`src/rtl/meikyuu_pkg.sv`:
```
// -----------------------------------------------------------------------------
// meikyuu_pkg
// Shared constants and types for the maze game datapath.
//   - Tile codes returned by the maze tile ROM.
//   - VGA active-area geometry and the map origin on screen.
//   - Player spawn position (shared with the player movement block).
//   - State enum of the collision gate.
//   - Small helpers that classify tile codes.
// -----------------------------------------------------------------------------
package meikyuu_pkg;

    // Tile codes
    localparam logic [1:0] TILE_FLOOR = 2'b00;
    localparam logic [1:0] TILE_WALL  = 2'b01;
    localparam logic [1:0] TILE_GOAL  = 2'b10;
    localparam logic [1:0] TILE_RSVD  = 2'b11;

    // VGA geometry
    localparam int VGA_W    = 640;
    localparam int VGA_H    = 480;
    localparam int X_ORIGIN = 128;
    localparam int Y_ORIGIN = 35;

    // Player spawn point
    localparam int SPAWN_X  = 455;
    localparam int SPAWN_Y  = 266;

    // Collision gate sequencing
    typedef enum logic [2:0] {
        ST_IDLE = 3'd0,
        ST_RD0  = 3'd1,
        ST_RD1  = 3'd2,
        ST_RD2  = 3'd3,
        ST_RD3  = 3'd4,
        ST_LAST = 3'd5
    } gate_state_e;

    // Reserved tiles are treated as solid, same as walls.
    function automatic logic tile_is_solid(input logic [1:0] tile);
        return (tile == TILE_WALL) || (tile == TILE_RSVD);
    endfunction

    function automatic logic tile_is_goal(input logic [1:0] tile);
        return (tile == TILE_GOAL);
    endfunction

endpackage

```
`src/rtl/maze_tile_addr.sv`:
```
// -----------------------------------------------------------------------------
// maze_tile_addr
// Combinational translation of a candidate sprite position plus a corner index
// into a maze tile ROM address (row*MAP_W + col).
// Corner index bit 0 selects the far x edge, bit 1 selects the far y edge.
// Screen coordinates are wrapped into the 640x480 active area with a single
// correction step, so a sprite straddling the screen edge addresses tiles on
// both sides of the map (wrap-around tunnels).
// Ports:
//   cand_x   in  10  candidate x, VGA coordinates
//   cand_y   in  10  candidate y, VGA coordinates
//   corner   in   2  corner index: 0=(0,0) 1=(S,0) 2=(0,S) 3=(S,S)
//   map_addr out 11  tile ROM address
// -----------------------------------------------------------------------------
module maze_tile_addr
    import meikyuu_pkg::*;
#(
    parameter int MAP_W       = 40,
    parameter int TILE_SHIFT  = 4,
    parameter int SPRITE_SIZE = 16,
    parameter int X_ORG       = X_ORIGIN,
    parameter int Y_ORG       = Y_ORIGIN
) (
    input  logic [9:0]  cand_x,
    input  logic [9:0]  cand_y,
    input  logic [1:0]  corner,
    output logic [10:0] map_addr
);

    localparam logic signed [10:0] X_OFF   = 11'(X_ORG);
    localparam logic signed [10:0] Y_OFF   = 11'(Y_ORG);
    localparam logic signed [10:0] FAR_OFF = 11'(SPRITE_SIZE - 1);
    localparam logic signed [10:0] WRAP_X  = 11'(VGA_W);
    localparam logic signed [10:0] WRAP_Y  = 11'(VGA_H);
    localparam logic [10:0]        MAP_W_L = 11'(MAP_W);

    logic signed [10:0] dx_s;
    logic signed [10:0] dy_s;
    logic signed [10:0] rx_raw_s;
    logic signed [10:0] ry_raw_s;
    logic signed [10:0] rx_s;
    logic signed [10:0] ry_s;
    logic [10:0]        col_s;
    logic [10:0]        row_s;

    // Map-relative pixel of the selected corner, wrapped into the active area.
    always_comb begin
        dx_s     = corner[0] ? FAR_OFF : 11'sd0;
        dy_s     = corner[1] ? FAR_OFF : 11'sd0;
        rx_raw_s = $signed({1'b0, cand_x}) - X_OFF + dx_s;
        ry_raw_s = $signed({1'b0, cand_y}) - Y_OFF + dy_s;

        if (rx_raw_s >= WRAP_X) begin
            rx_s = rx_raw_s - WRAP_X;
        end else if (rx_raw_s < 11'sd0) begin
            rx_s = rx_raw_s + WRAP_X;
        end else begin
            rx_s = rx_raw_s;
        end

        if (ry_raw_s >= WRAP_Y) begin
            ry_s = ry_raw_s - WRAP_Y;
        end else if (ry_raw_s < 11'sd0) begin
            ry_s = ry_raw_s + WRAP_Y;
        end else begin
            ry_s = ry_raw_s;
        end
    end

    // Tile coordinates and linear ROM address.
    always_comb begin
        col_s    = 11'(rx_s) >> TILE_SHIFT;
        row_s    = 11'(ry_s) >> TILE_SHIFT;
        map_addr = row_s * MAP_W_L + col_s;
    end

endmodule

```
`src/rtl/maze_collision_gate.sv`:
```
// -----------------------------------------------------------------------------
// maze_collision_gate
// Closes the player position loop: latches each proposed sprite position,
// reads the four sprite-corner tiles from the external maze tile ROM (one-cycle
// read latency) and either commits the move or rejects it.
// Optional feature macro: MEIKYUU_GOAL_DETECT_EN
//   defined   - a committed move touching a goal tile sets goal_reached (sticky)
//   undefined - goal tiles are plain floor, goal_reached is tied to 0
// Ports:
//   CLOCK_25     in   1  25 MHz pixel clock
//   reset        in   1  asynchronous, active-high
//   prop_x       in  10  proposed x (VGA)
//   prop_y       in  10  proposed y (VGA)
//   map_addr     out 11  tile ROM address (row*MAP_W + col)
//   map_tile     in   2  tile ROM data, valid one cycle after map_addr
//   commit_x     out 10  committed x
//   commit_y     out 10  committed y
//   busy         out  1  check in flight
//   blocked      out  1  one-cycle pulse on a rejected move
//   goal_reached out  1  sticky goal flag
// -----------------------------------------------------------------------------
module maze_collision_gate
    import meikyuu_pkg::*;
#(
    parameter int MAP_W       = 40,
    parameter int MAP_H       = 30,
    parameter int TILE_SHIFT  = 4,
    parameter int SPRITE_SIZE = 16,
    parameter int X_ORG       = X_ORIGIN,
    parameter int Y_ORG       = Y_ORIGIN,
    parameter int SPAWN_XP    = SPAWN_X,
    parameter int SPAWN_YP    = SPAWN_Y
) (
    input  logic        CLOCK_25,
    input  logic        reset,
    input  logic [9:0]  prop_x,
    input  logic [9:0]  prop_y,
    output logic [10:0] map_addr,
    input  logic [1:0]  map_tile,
    output logic [9:0]  commit_x,
    output logic [9:0]  commit_y,
    output logic        busy,
    output logic        blocked,
    output logic        goal_reached
);

    localparam logic [9:0] SPAWN_X_L = 10'(SPAWN_XP);
    localparam logic [9:0] SPAWN_Y_L = 10'(SPAWN_YP);

    gate_state_e state_q, state_d;
    logic [9:0]  cand_x_q, cand_x_d;
    logic [9:0]  cand_y_q, cand_y_d;
    logic [9:0]  commit_x_q, commit_x_d;
    logic [9:0]  commit_y_q, commit_y_d;
    logic        wall_seen_q, wall_seen_d;
    logic        blocked_q, blocked_d;
    logic [1:0]  corner_s;
    logic [10:0] corner_addr_s;
    logic        solid_final_s;
`ifdef MEIKYUU_GOAL_DETECT_EN
    logic        goal_seen_q, goal_seen_d;
    logic        goal_reached_q, goal_reached_d;
    logic        goal_final_s;
`endif

    // Corner presented on the ROM address bus in each read state; LAST keeps
    // corner 3 so the address stays stable while its data returns.
    always_comb begin
        case (state_q)
            ST_RD0:  corner_s = 2'd0;
            ST_RD1:  corner_s = 2'd1;
            ST_RD2:  corner_s = 2'd2;
            ST_RD3:  corner_s = 2'd3;
            ST_LAST: corner_s = 2'd3;
            default: corner_s = 2'd0;
        endcase
    end

    maze_tile_addr #(
        .MAP_W       (MAP_W),
        .TILE_SHIFT  (TILE_SHIFT),
        .SPRITE_SIZE (SPRITE_SIZE),
        .X_ORG       (X_ORG),
        .Y_ORG       (Y_ORG)
    ) u_tile_addr (
        .cand_x   (cand_x_q),
        .cand_y   (cand_y_q),
        .corner   (corner_s),
        .map_addr (corner_addr_s)
    );

    // Address bus is parked at 0 while idle.
    always_comb begin
        if (state_q == ST_IDLE) begin
            map_addr = 11'd0;
        end else begin
            map_addr = corner_addr_s;
        end
    end

    // The last corner's tile is still on map_tile when the decision is made,
    // so it is folded in directly rather than through the capture flags.
    always_comb begin
        solid_final_s = wall_seen_q | tile_is_solid(map_tile);
`ifdef MEIKYUU_GOAL_DETECT_EN
        goal_final_s  = goal_seen_q | tile_is_goal(map_tile);
`endif
    end

    // Next-state logic: sequence the four corner reads and decide at LAST.
    always_comb begin
        state_d     = state_q;
        cand_x_d    = cand_x_q;
        cand_y_d    = cand_y_q;
        commit_x_d  = commit_x_q;
        commit_y_d  = commit_y_q;
        wall_seen_d = wall_seen_q;
        blocked_d   = 1'b0;
`ifdef MEIKYUU_GOAL_DETECT_EN
        goal_seen_d    = goal_seen_q;
        goal_reached_d = goal_reached_q;
`endif
        case (state_q)
            ST_IDLE: begin
                if ((prop_x != commit_x_q) || (prop_y != commit_y_q)) begin
                    cand_x_d    = prop_x;
                    cand_y_d    = prop_y;
                    wall_seen_d = 1'b0;
`ifdef MEIKYUU_GOAL_DETECT_EN
                    goal_seen_d = 1'b0;
`endif
                    state_d     = ST_RD0;
                end else begin
                    state_d     = ST_IDLE;
                end
            end
            ST_RD0: begin
                state_d = ST_RD1;
            end
            // RD1..RD3 each capture the tile addressed one state earlier.
            ST_RD1, ST_RD2, ST_RD3: begin
                wall_seen_d = wall_seen_q | tile_is_solid(map_tile);
`ifdef MEIKYUU_GOAL_DETECT_EN
                goal_seen_d = goal_seen_q | tile_is_goal(map_tile);
`endif
                if (state_q == ST_RD1) begin
                    state_d = ST_RD2;
                end else if (state_q == ST_RD2) begin
                    state_d = ST_RD3;
                end else begin
                    state_d = ST_LAST;
                end
            end
            ST_LAST: begin
                if (!solid_final_s) begin
                    commit_x_d = cand_x_q;
                    commit_y_d = cand_y_q;
`ifdef MEIKYUU_GOAL_DETECT_EN
                    if (goal_final_s) begin
                        goal_reached_d = 1'b1;
                    end else begin
                        goal_reached_d = goal_reached_q;
                    end
`endif
                end else begin
                    blocked_d = 1'b1;
                end
                state_d = ST_IDLE;
            end
            default: begin
                state_d = ST_IDLE;
            end
        endcase
    end

    // State and datapath registers.
    always_ff @(posedge CLOCK_25 or posedge reset) begin
        if (reset) begin
            state_q     <= ST_IDLE;
            cand_x_q    <= 10'd0;
            cand_y_q    <= 10'd0;
            commit_x_q  <= SPAWN_X_L;
            commit_y_q  <= SPAWN_Y_L;
            wall_seen_q <= 1'b0;
            blocked_q   <= 1'b0;
        end else begin
            state_q     <= state_d;
            cand_x_q    <= cand_x_d;
            cand_y_q    <= cand_y_d;
            commit_x_q  <= commit_x_d;
            commit_y_q  <= commit_y_d;
            wall_seen_q <= wall_seen_d;
            blocked_q   <= blocked_d;
        end
    end

`ifdef MEIKYUU_GOAL_DETECT_EN
    // Goal tracking registers.
    always_ff @(posedge CLOCK_25 or posedge reset) begin
        if (reset) begin
            goal_seen_q    <= 1'b0;
            goal_reached_q <= 1'b0;
        end else begin
            goal_seen_q    <= goal_seen_d;
            goal_reached_q <= goal_reached_d;
        end
    end

    assign goal_reached = goal_reached_q;
`else
    assign goal_reached = 1'b0;
`endif

    assign commit_x = commit_x_q;
    assign commit_y = commit_y_q;
    assign busy     = (state_q != ST_IDLE);
    assign blocked  = blocked_q;

endmodule

```
`config.mk`:
```
export PLATFORM = sky130hd
export DESIGN_NAME = maze_collision_gate
export DESIGN_NICKNAME = d
export VERILOG_FILES = /design/src/rtl/meikyuu_pkg.sv /design/src/rtl/maze_tile_addr.sv /design/src/rtl/maze_collision_gate.sv
export SDC_FILE = /design/constraint.sdc
export NUM_CORES = 1
export LEC_CHECK = 0
export BUFFER_PORTS_ARGS = -buffer_cell sky130_fd_sc_hd__buf_2
export CAP_MARGIN = 30
export CORE_ASPECT_RATIO = 0.5
export CORE_UTILIZATION = 60
export CTS_BUF_LIST = sky130_fd_sc_hd__clkbuf_16
export DETAILED_ROUTE_END_ITERATION = 16
export GPL_TIMING_DRIVEN = 0
export HOLD_SLACK_MARGIN = 0.05
export PLACE_DENSITY = 0.87
export SLEW_MARGIN = 40
export SYNTH_ARGS = -nofsm -noshare
export SYNTH_HDL_FRONTEND = slang
export SYNTH_SLANG_ARGS = --single-unit
```
`constraint.sdc`:
```
create_clock -name CLOCK_25 -period 14.1 [get_ports CLOCK_25]
set_input_delay 1.41 -clock CLOCK_25 [delete_from_list [all_inputs] [get_ports CLOCK_25]]
set_output_delay 1.41 -clock CLOCK_25 [all_outputs]
set_load 0.02 [all_outputs]
```
; Word-level counts from Yosys, hierarchy flattened
; Cells that the tools add are included.
[op_classes]
multipliers = 1
mux = 16
reduce_logical = 10
bitwise = 2
add_sub_neg = 9
order_cmp = 4
eq_ne = 10
[op_table]
columns = cell, count
row1 = two-way mux 11 bit, 5
row2 = adder 11 bit, 2
row3 = < comparator 11 x 1 -> 1 bit (second input constant), 2
row4 = inequality test 10 bit, 2
row5 = adder 11 x 10 -> 11 bit (second input constant), 1
row6 = adder 11 bit (second input constant), 1
row7 = adder 11 x 7 -> 11 bit, 1
row8 = >= comparator 11 x 10 -> 1 bit (second input constant), 1
row9 = >= comparator 11 bit (second input constant), 1
row10 = subtractor 10 x 6 -> 11 bit (second input constant), 1
row11 = subtractor 10 x 8 -> 11 bit (second input constant), 1
row12 = subtractor 11 x 10 -> 11 bit (second input constant), 1
row13 = subtractor 11 bit (second input constant), 1
row14 = case mux 3 bit (3 select lines), 1
row15 = multiplier 7 x 3 -> 8 bit (second input constant), 1
row16 = two-way mux 4 bit, 2
row17 = == test 3 x 2 -> 1 bit (second input constant), 2
row18 = == test 3 bit (second input constant), 2
row19 = case mux 2 bit (3 select lines), 1
row20 = AND reduction 2 bit, 3
row21 = two-way mux 1 bit, 5
row22 = == test 3 x 1 -> 1 bit (second input constant), 1
row23 = logical NOT 3 bit, 1
row24 = two-way mux 3 bit, 1
row25 = other kinds (11), 12
[totals]
word_cells = 59
input_bits = 24
reg_bits = 45

; Logic depth before layout (Yosys ltp)
[logic_depth]
word_depth = 11
ltp_mapped = 27
depth_no_buf = 27

; Hierarchy
; From an unflattened synthesis, not the netlist that was laid out.
[unflattened]
cells_unflattened = 404
area_unflattened_um2 = 4017.6
[modules_own_cells]
columns = module, seq_area_each_um2, instances, cells_each, area_each_um2
row1 = maze_collision_gate, 1137.3, 1, 149, 2119.5
row2 = maze_tile_addr, 0.0, 1, 255, 1898.1

; Worst setup path after synthesis
; No wires, ideal clock.
[synth_path]
path_type = register to output
start = register state_q[1]
end = output port map_addr[10]
arrival_time_ps = 5482
stages_incl_launch_ff = 24
setup_slack_ps = 7208
required_time_ps = 12690
n_path_buf = 0
cell_sequence = dfrtp_1 > nor2b_1 > a21oi_1 > inv_1 > ha_1 > ha_1 > fa_1 > a211oi_2 > nor2_1 > or4_1 > nand3_2 > a21boi_4 > nand2_1 > xnor2_1 > ha_1 > ha_1 > inv_1 > fa_1 > nand2b_1 > o22ai_1 > nand3_1 > xnor2_1 > nand2b_1 > mux2i_1
[synth_via]
elab_chain_len = 11
elab_cells_between_ends = 26
cone_classes = 7 x add/sub / 1 x mul / 4 x order compare / 4 x eq/ne / 8 x mux / 2 x reduce/logical
[synth_lines]
columns = element, line_no
row1 = "start, declared", maze_collision_gate.sv:50  ; gate_state_e state_q, state_d;
row2 = "start signal, assigned", maze_collision_gate.sv:187  ; state_q <= state_d;
row3 = == test 3 bit, maze_collision_gate.sv:69  ; case (state_q)
row4 = OR reduction 2 bit (no source line), -
row5 = case mux 2 bit (3 select lines), maze_collision_gate.sv:69
row6 = two-way mux 4 bit, maze_tile_addr.sv:49  ; dy_s = corner[1] ? FAR_OFF : 11'sd0;
row7 = adder 11 bit, maze_tile_addr.sv:51  ; ry_raw_s = $signed({1'b0, cand_y}) - Y_OFF + dy_s;
row8 = adder 11 x 10 -> 11 bit or < comparator 11 x 1 -> 1 bit (tied branches), "maze_tile_addr.sv:64, maze_tile_addr.sv:63"
row9 = two-way mux 11 bit, maze_tile_addr.sv:63  ; end else if (ry_raw_s < 11'sd0) begin
row10 = two-way mux 11 bit, maze_tile_addr.sv:61  ; if (ry_raw_s >= WRAP_Y) begin
row11 = multiplier 7 x 3 -> 8 bit, maze_tile_addr.sv:74  ; map_addr = row_s * MAP_W_L + col_s;
row12 = adder 11 x 7 -> 11 bit, maze_tile_addr.sv:74
row13 = two-way mux 11 bit *, maze_collision_gate.sv:94  ; if (state_q == ST_IDLE) begin
row14 = "end, declared", maze_collision_gate.sv:38  ; output logic [10:0] map_addr,
; Mark *: on every way between the ends. The rest lies on a longest branch, timed or not.

; Final worst setup path
; Same ends and word-level chain as after synthesis.

==> results.yml <==
status:
  status: "complete, no violations"
worst_hold_path:
  hold_path.class: "flip-flop to flip-flop"
  min_from: "wall_seen_q"
  holdPathEnd: "wall_seen_q"
  hold_depth: 2
place:
  gp_congestion: 0.8703
  dp.cells: 538
  hpwl_mm: 6.510
  io_buffers: 55
clock_tree:
  cts_hold_buffers: 0
  post_cts_resized: 0
  clockBufferDepth: 2
  cts_buffers: 5
  postCtsSetupRepairBufs: 0
  cts_tree: "yes"
  clkTransAtPathRegs_ns: 0.06
  cts_sinks: 45
  cts_root_buf: "clkbuf_16"
  clk_latency_ns: 0.29
  htreeDepth: 2
final_layout:
  nNetsFinal: 524
  fillCellCount: 414
  utilization_pct: 74.84
  stdcell_count: 546
  area_delta_synth_final_pct: 14.55
  num_antenna_cells: 0
  drive_gt1_share_pct: 25.97
timing:
  min_period_over_period_pct: 55.77
  hold_violations: 0
  setup_viol: 0
  grt_setup_unrepaired: "no"
  fin_tns_setup_ns: 0
  period_minus_slack_ns: 7.864
  finClkSkew_ns: 0.009113
  worstMarginPinSlew_ns: 0.8335
  drv_slew: 0
  max_freq_mhz: 127.2
  max_slew_margin_pct: 43.00
setup_path:
  critPathArrivalTime_ns: 6.45
  cpPeakStageDelay_ns: 0.50
  end_kind: "output port"
  critPathMaxFanout: 6
  r2r-end: "cand_x_q[1]"
  worst_setup_path_start_kind: "flip-flop"
  path_common_cell: "ha_1"
  worstSetupPathType: "flip-flop to output port"
  required_ns: 12.69
  reg2reg_slack_ns: 11.62
  timing.rr.start: "commit_y[8]"
  path_cells: "nor2b_1 -> a21oi_1 -> inv_1 -> ha_1 -> ha_1 -> fa_1 -> a211oi_2 -> nor2_1 -> or4_1 -> nand3_2 -> a21boi_4 -> nand2_1 -> xnor2_1 -> ha_1 -> ha_1 -> inv_1 -> fa_1 -> nand2b_1 -> o22ai_1 -> nand3_1 -> xnor2_1 -> nand2b_1 -> mux2i_1 -> buf_2"
  cpMaxStageDelayCell: "or4_1"
  r2r_cells: 6
logic_synthesis:
  synth_edf_count: 0
  ys_ff_latch: 45
  synthDistinctLibCells: 63
  synth_nets: 462
  synth_flop_cell: "dfrtp_1"
  netlist_instances: 399
  ys_seq_area_share_pct: 30.26
  ys_async_sr_fraction_pct: 100.0
  avgSynthCellArea_um2: 9.420
  yosys.area.top_type_share_pct: 23.97
  yosysTopAreaCell: "dfrtp_1"
  yosysWarnings: 0
  synth_area_um2: 3759
  synth_area_leaders: "dfrtp_1, ha_1, mux2_2"
routing:
  top_layer_used: "met4"
  detail_route.wl_per_cell_um: 15.41
  dr.pass1.iters: 4
  wl_met1_mm: 3.969
  route.met3.wl_um: 329
  vias: 3120
  drt_iter0_drc: 138
  drc: 0
  antenna_left: 0
  routed_wl_mm: 8.416
  vias_per_cell: 5.714
  wl_met2_mm: 4.002
global_routing:
  grt_pass1_vias: 2943
  grt_remaining_overflow: 0
  grtUsageTotal_pct: 27.64
  grt_pass1_wl_mm: 14.01
  grt_start_max_net_pins: 46
  grt_antenna_before_repair: 0
die:
  ioPinCount: 58
  dieArea_um2: 6604
  die_width_um: 113.9
  rows: 19
  start_util_pct: 65.33
  fp.dieH_um: 57.97
  coreArea_um2: 5753
flow_run:
  maxCapViolCount: 0
cell type report:
| type | count | area (µm²) | area share, % |
|---|---|---|---|
| multi-input combinational | 304 | 2416 | 56.12 |
| clock buffer | 5 | 125.1 | 2.906 |
| timing repair buffer | 55 | 275.3 | 6.393 |
| sequential | 45 | 1137 | 26.42 |
| inverter | 35 | 133.9 | 3.110 |
| buffer | 15 | 73.82 | 1.715 |
| tap | 84 | 105.1 | 2.441 |
| clock inverter | 3 | 38.79 | 0.9009 |
worst max-delay path: cells and delay by family, from the launching register on:
family,cells,cell delay [ns]
buffers and inverters,3,0.34
AOI/OAI and AO/OA,4,1.25
adders and majority gates,6,2.01
xor gates and xnor gates,2,0.47
DFF,1,0.43
muxes,1,0.12
and+or+nand+nor,8,1.54
routing by layer:
metal | GRT usage, % | vias to the layer above
li1 | - | 1516
met1 | 37.09 | 1503
met2 | 47.62 | 88
met3 | 4.707 | 13
met4 | 6.494 | 0
met5 | 0 | -
cells in the final DEF (no fill, tap or decap), types with 6 or more instances in the layout:
master | synthesis | routed
a21o_1 | 6 | 6
a21oi_1 | 11 | 11
buf_2 | 5 | 60
clkbuf_1 | 8 | 8
dfrtp_1 | 36 | 36
dfstp_2 | 9 | 9
ha_1 | 35 | 35
inv_1 | 35 | 35
mux2_2 | 27 | 27
nand2_1 | 23 | 23
nand3_1 | 7 | 7
nor2_1 | 32 | 32
nor2b_1 | 7 | 7
nor3_1 | 8 | 8
nor4_1 | 6 | 6
o21ai_0 | 17 | 17
xnor2_1 | 29 | 29
xor2_1 | 17 | 17
Yosys cell counts (6+ instances only):
library cell / instances
nor2b_1: 7
nand2_1: 23
a21oi_1: 11
dfrtp_1: 36
clkbuf_1: 8
o21ai_0: 17
xor2_1: 17
inv_1: 35
nor4_1: 6
nor3_1: 8
nor2_1: 32
nand3_1: 7
xnor2_1: 29
ha_1: 35
dfstp_2: 9
a21o_1: 6
mux2_2: 27
sequential cells by signal, indices dropped and copies added (netlist names):
register,count
blocked,1
cand_x_q,10
cand_y_q,10
commit_x,10
commit_y,10
state_q,3
wall_seen_q,1
cell families (layout without fill, tap and decap cells):
group / Yosys count / after routing / synth area share (%)
AOI/OAI and AO/OA: 71 / 71 / 13.98
xor gates and xnor gates: 46 / 46 / 10.72
adders and majority gates: 39 / 39 / 13.78
buffers and inverters: 50 / 113 / 5.459
DFF: 45 / 45 / 30.26
muxes: 33 / 33 / 9.853
other: 1 / 1 / 0.09977
and+or+nand+nor: 114 / 114 / 15.85
worst max path at each step:
stage	depth (start not counted)	slack (ns)	startpoint	endpoint
after floorplan	23	7.21	state_q[1]	map_addr[10]
after global placement	24	6.76	state_q[1]	map_addr[10]
after detailed placement	24	6.62	state_q[1]	map_addr[10]
after CTS	24	6.28	state_q[1]	map_addr[10]
after global routing	24	5.83	state_q[1]	map_addr[10]
final	24	6.24	state_q[1]	map_addr[10]
stage by stage:
step | cell area (µm²) | hold slack, ns | worst slack [ns]
after global placement | 4139 | 0.4690 | 6.757
after CTS | 4305 | 0.4964 | 6.278
after floorplan | 3759 | 0.4505 | 7.208
after detailed placement | 4141 | 0.4817 | 6.620
final | 4305 | 0.4884 | 6.236
after global routing | 4305 | 0.5273 | 5.826
Power is left out: the tool's default activity adds up to more than one toggle a clock period on the data nets, which glitch-free logic cannot reach.
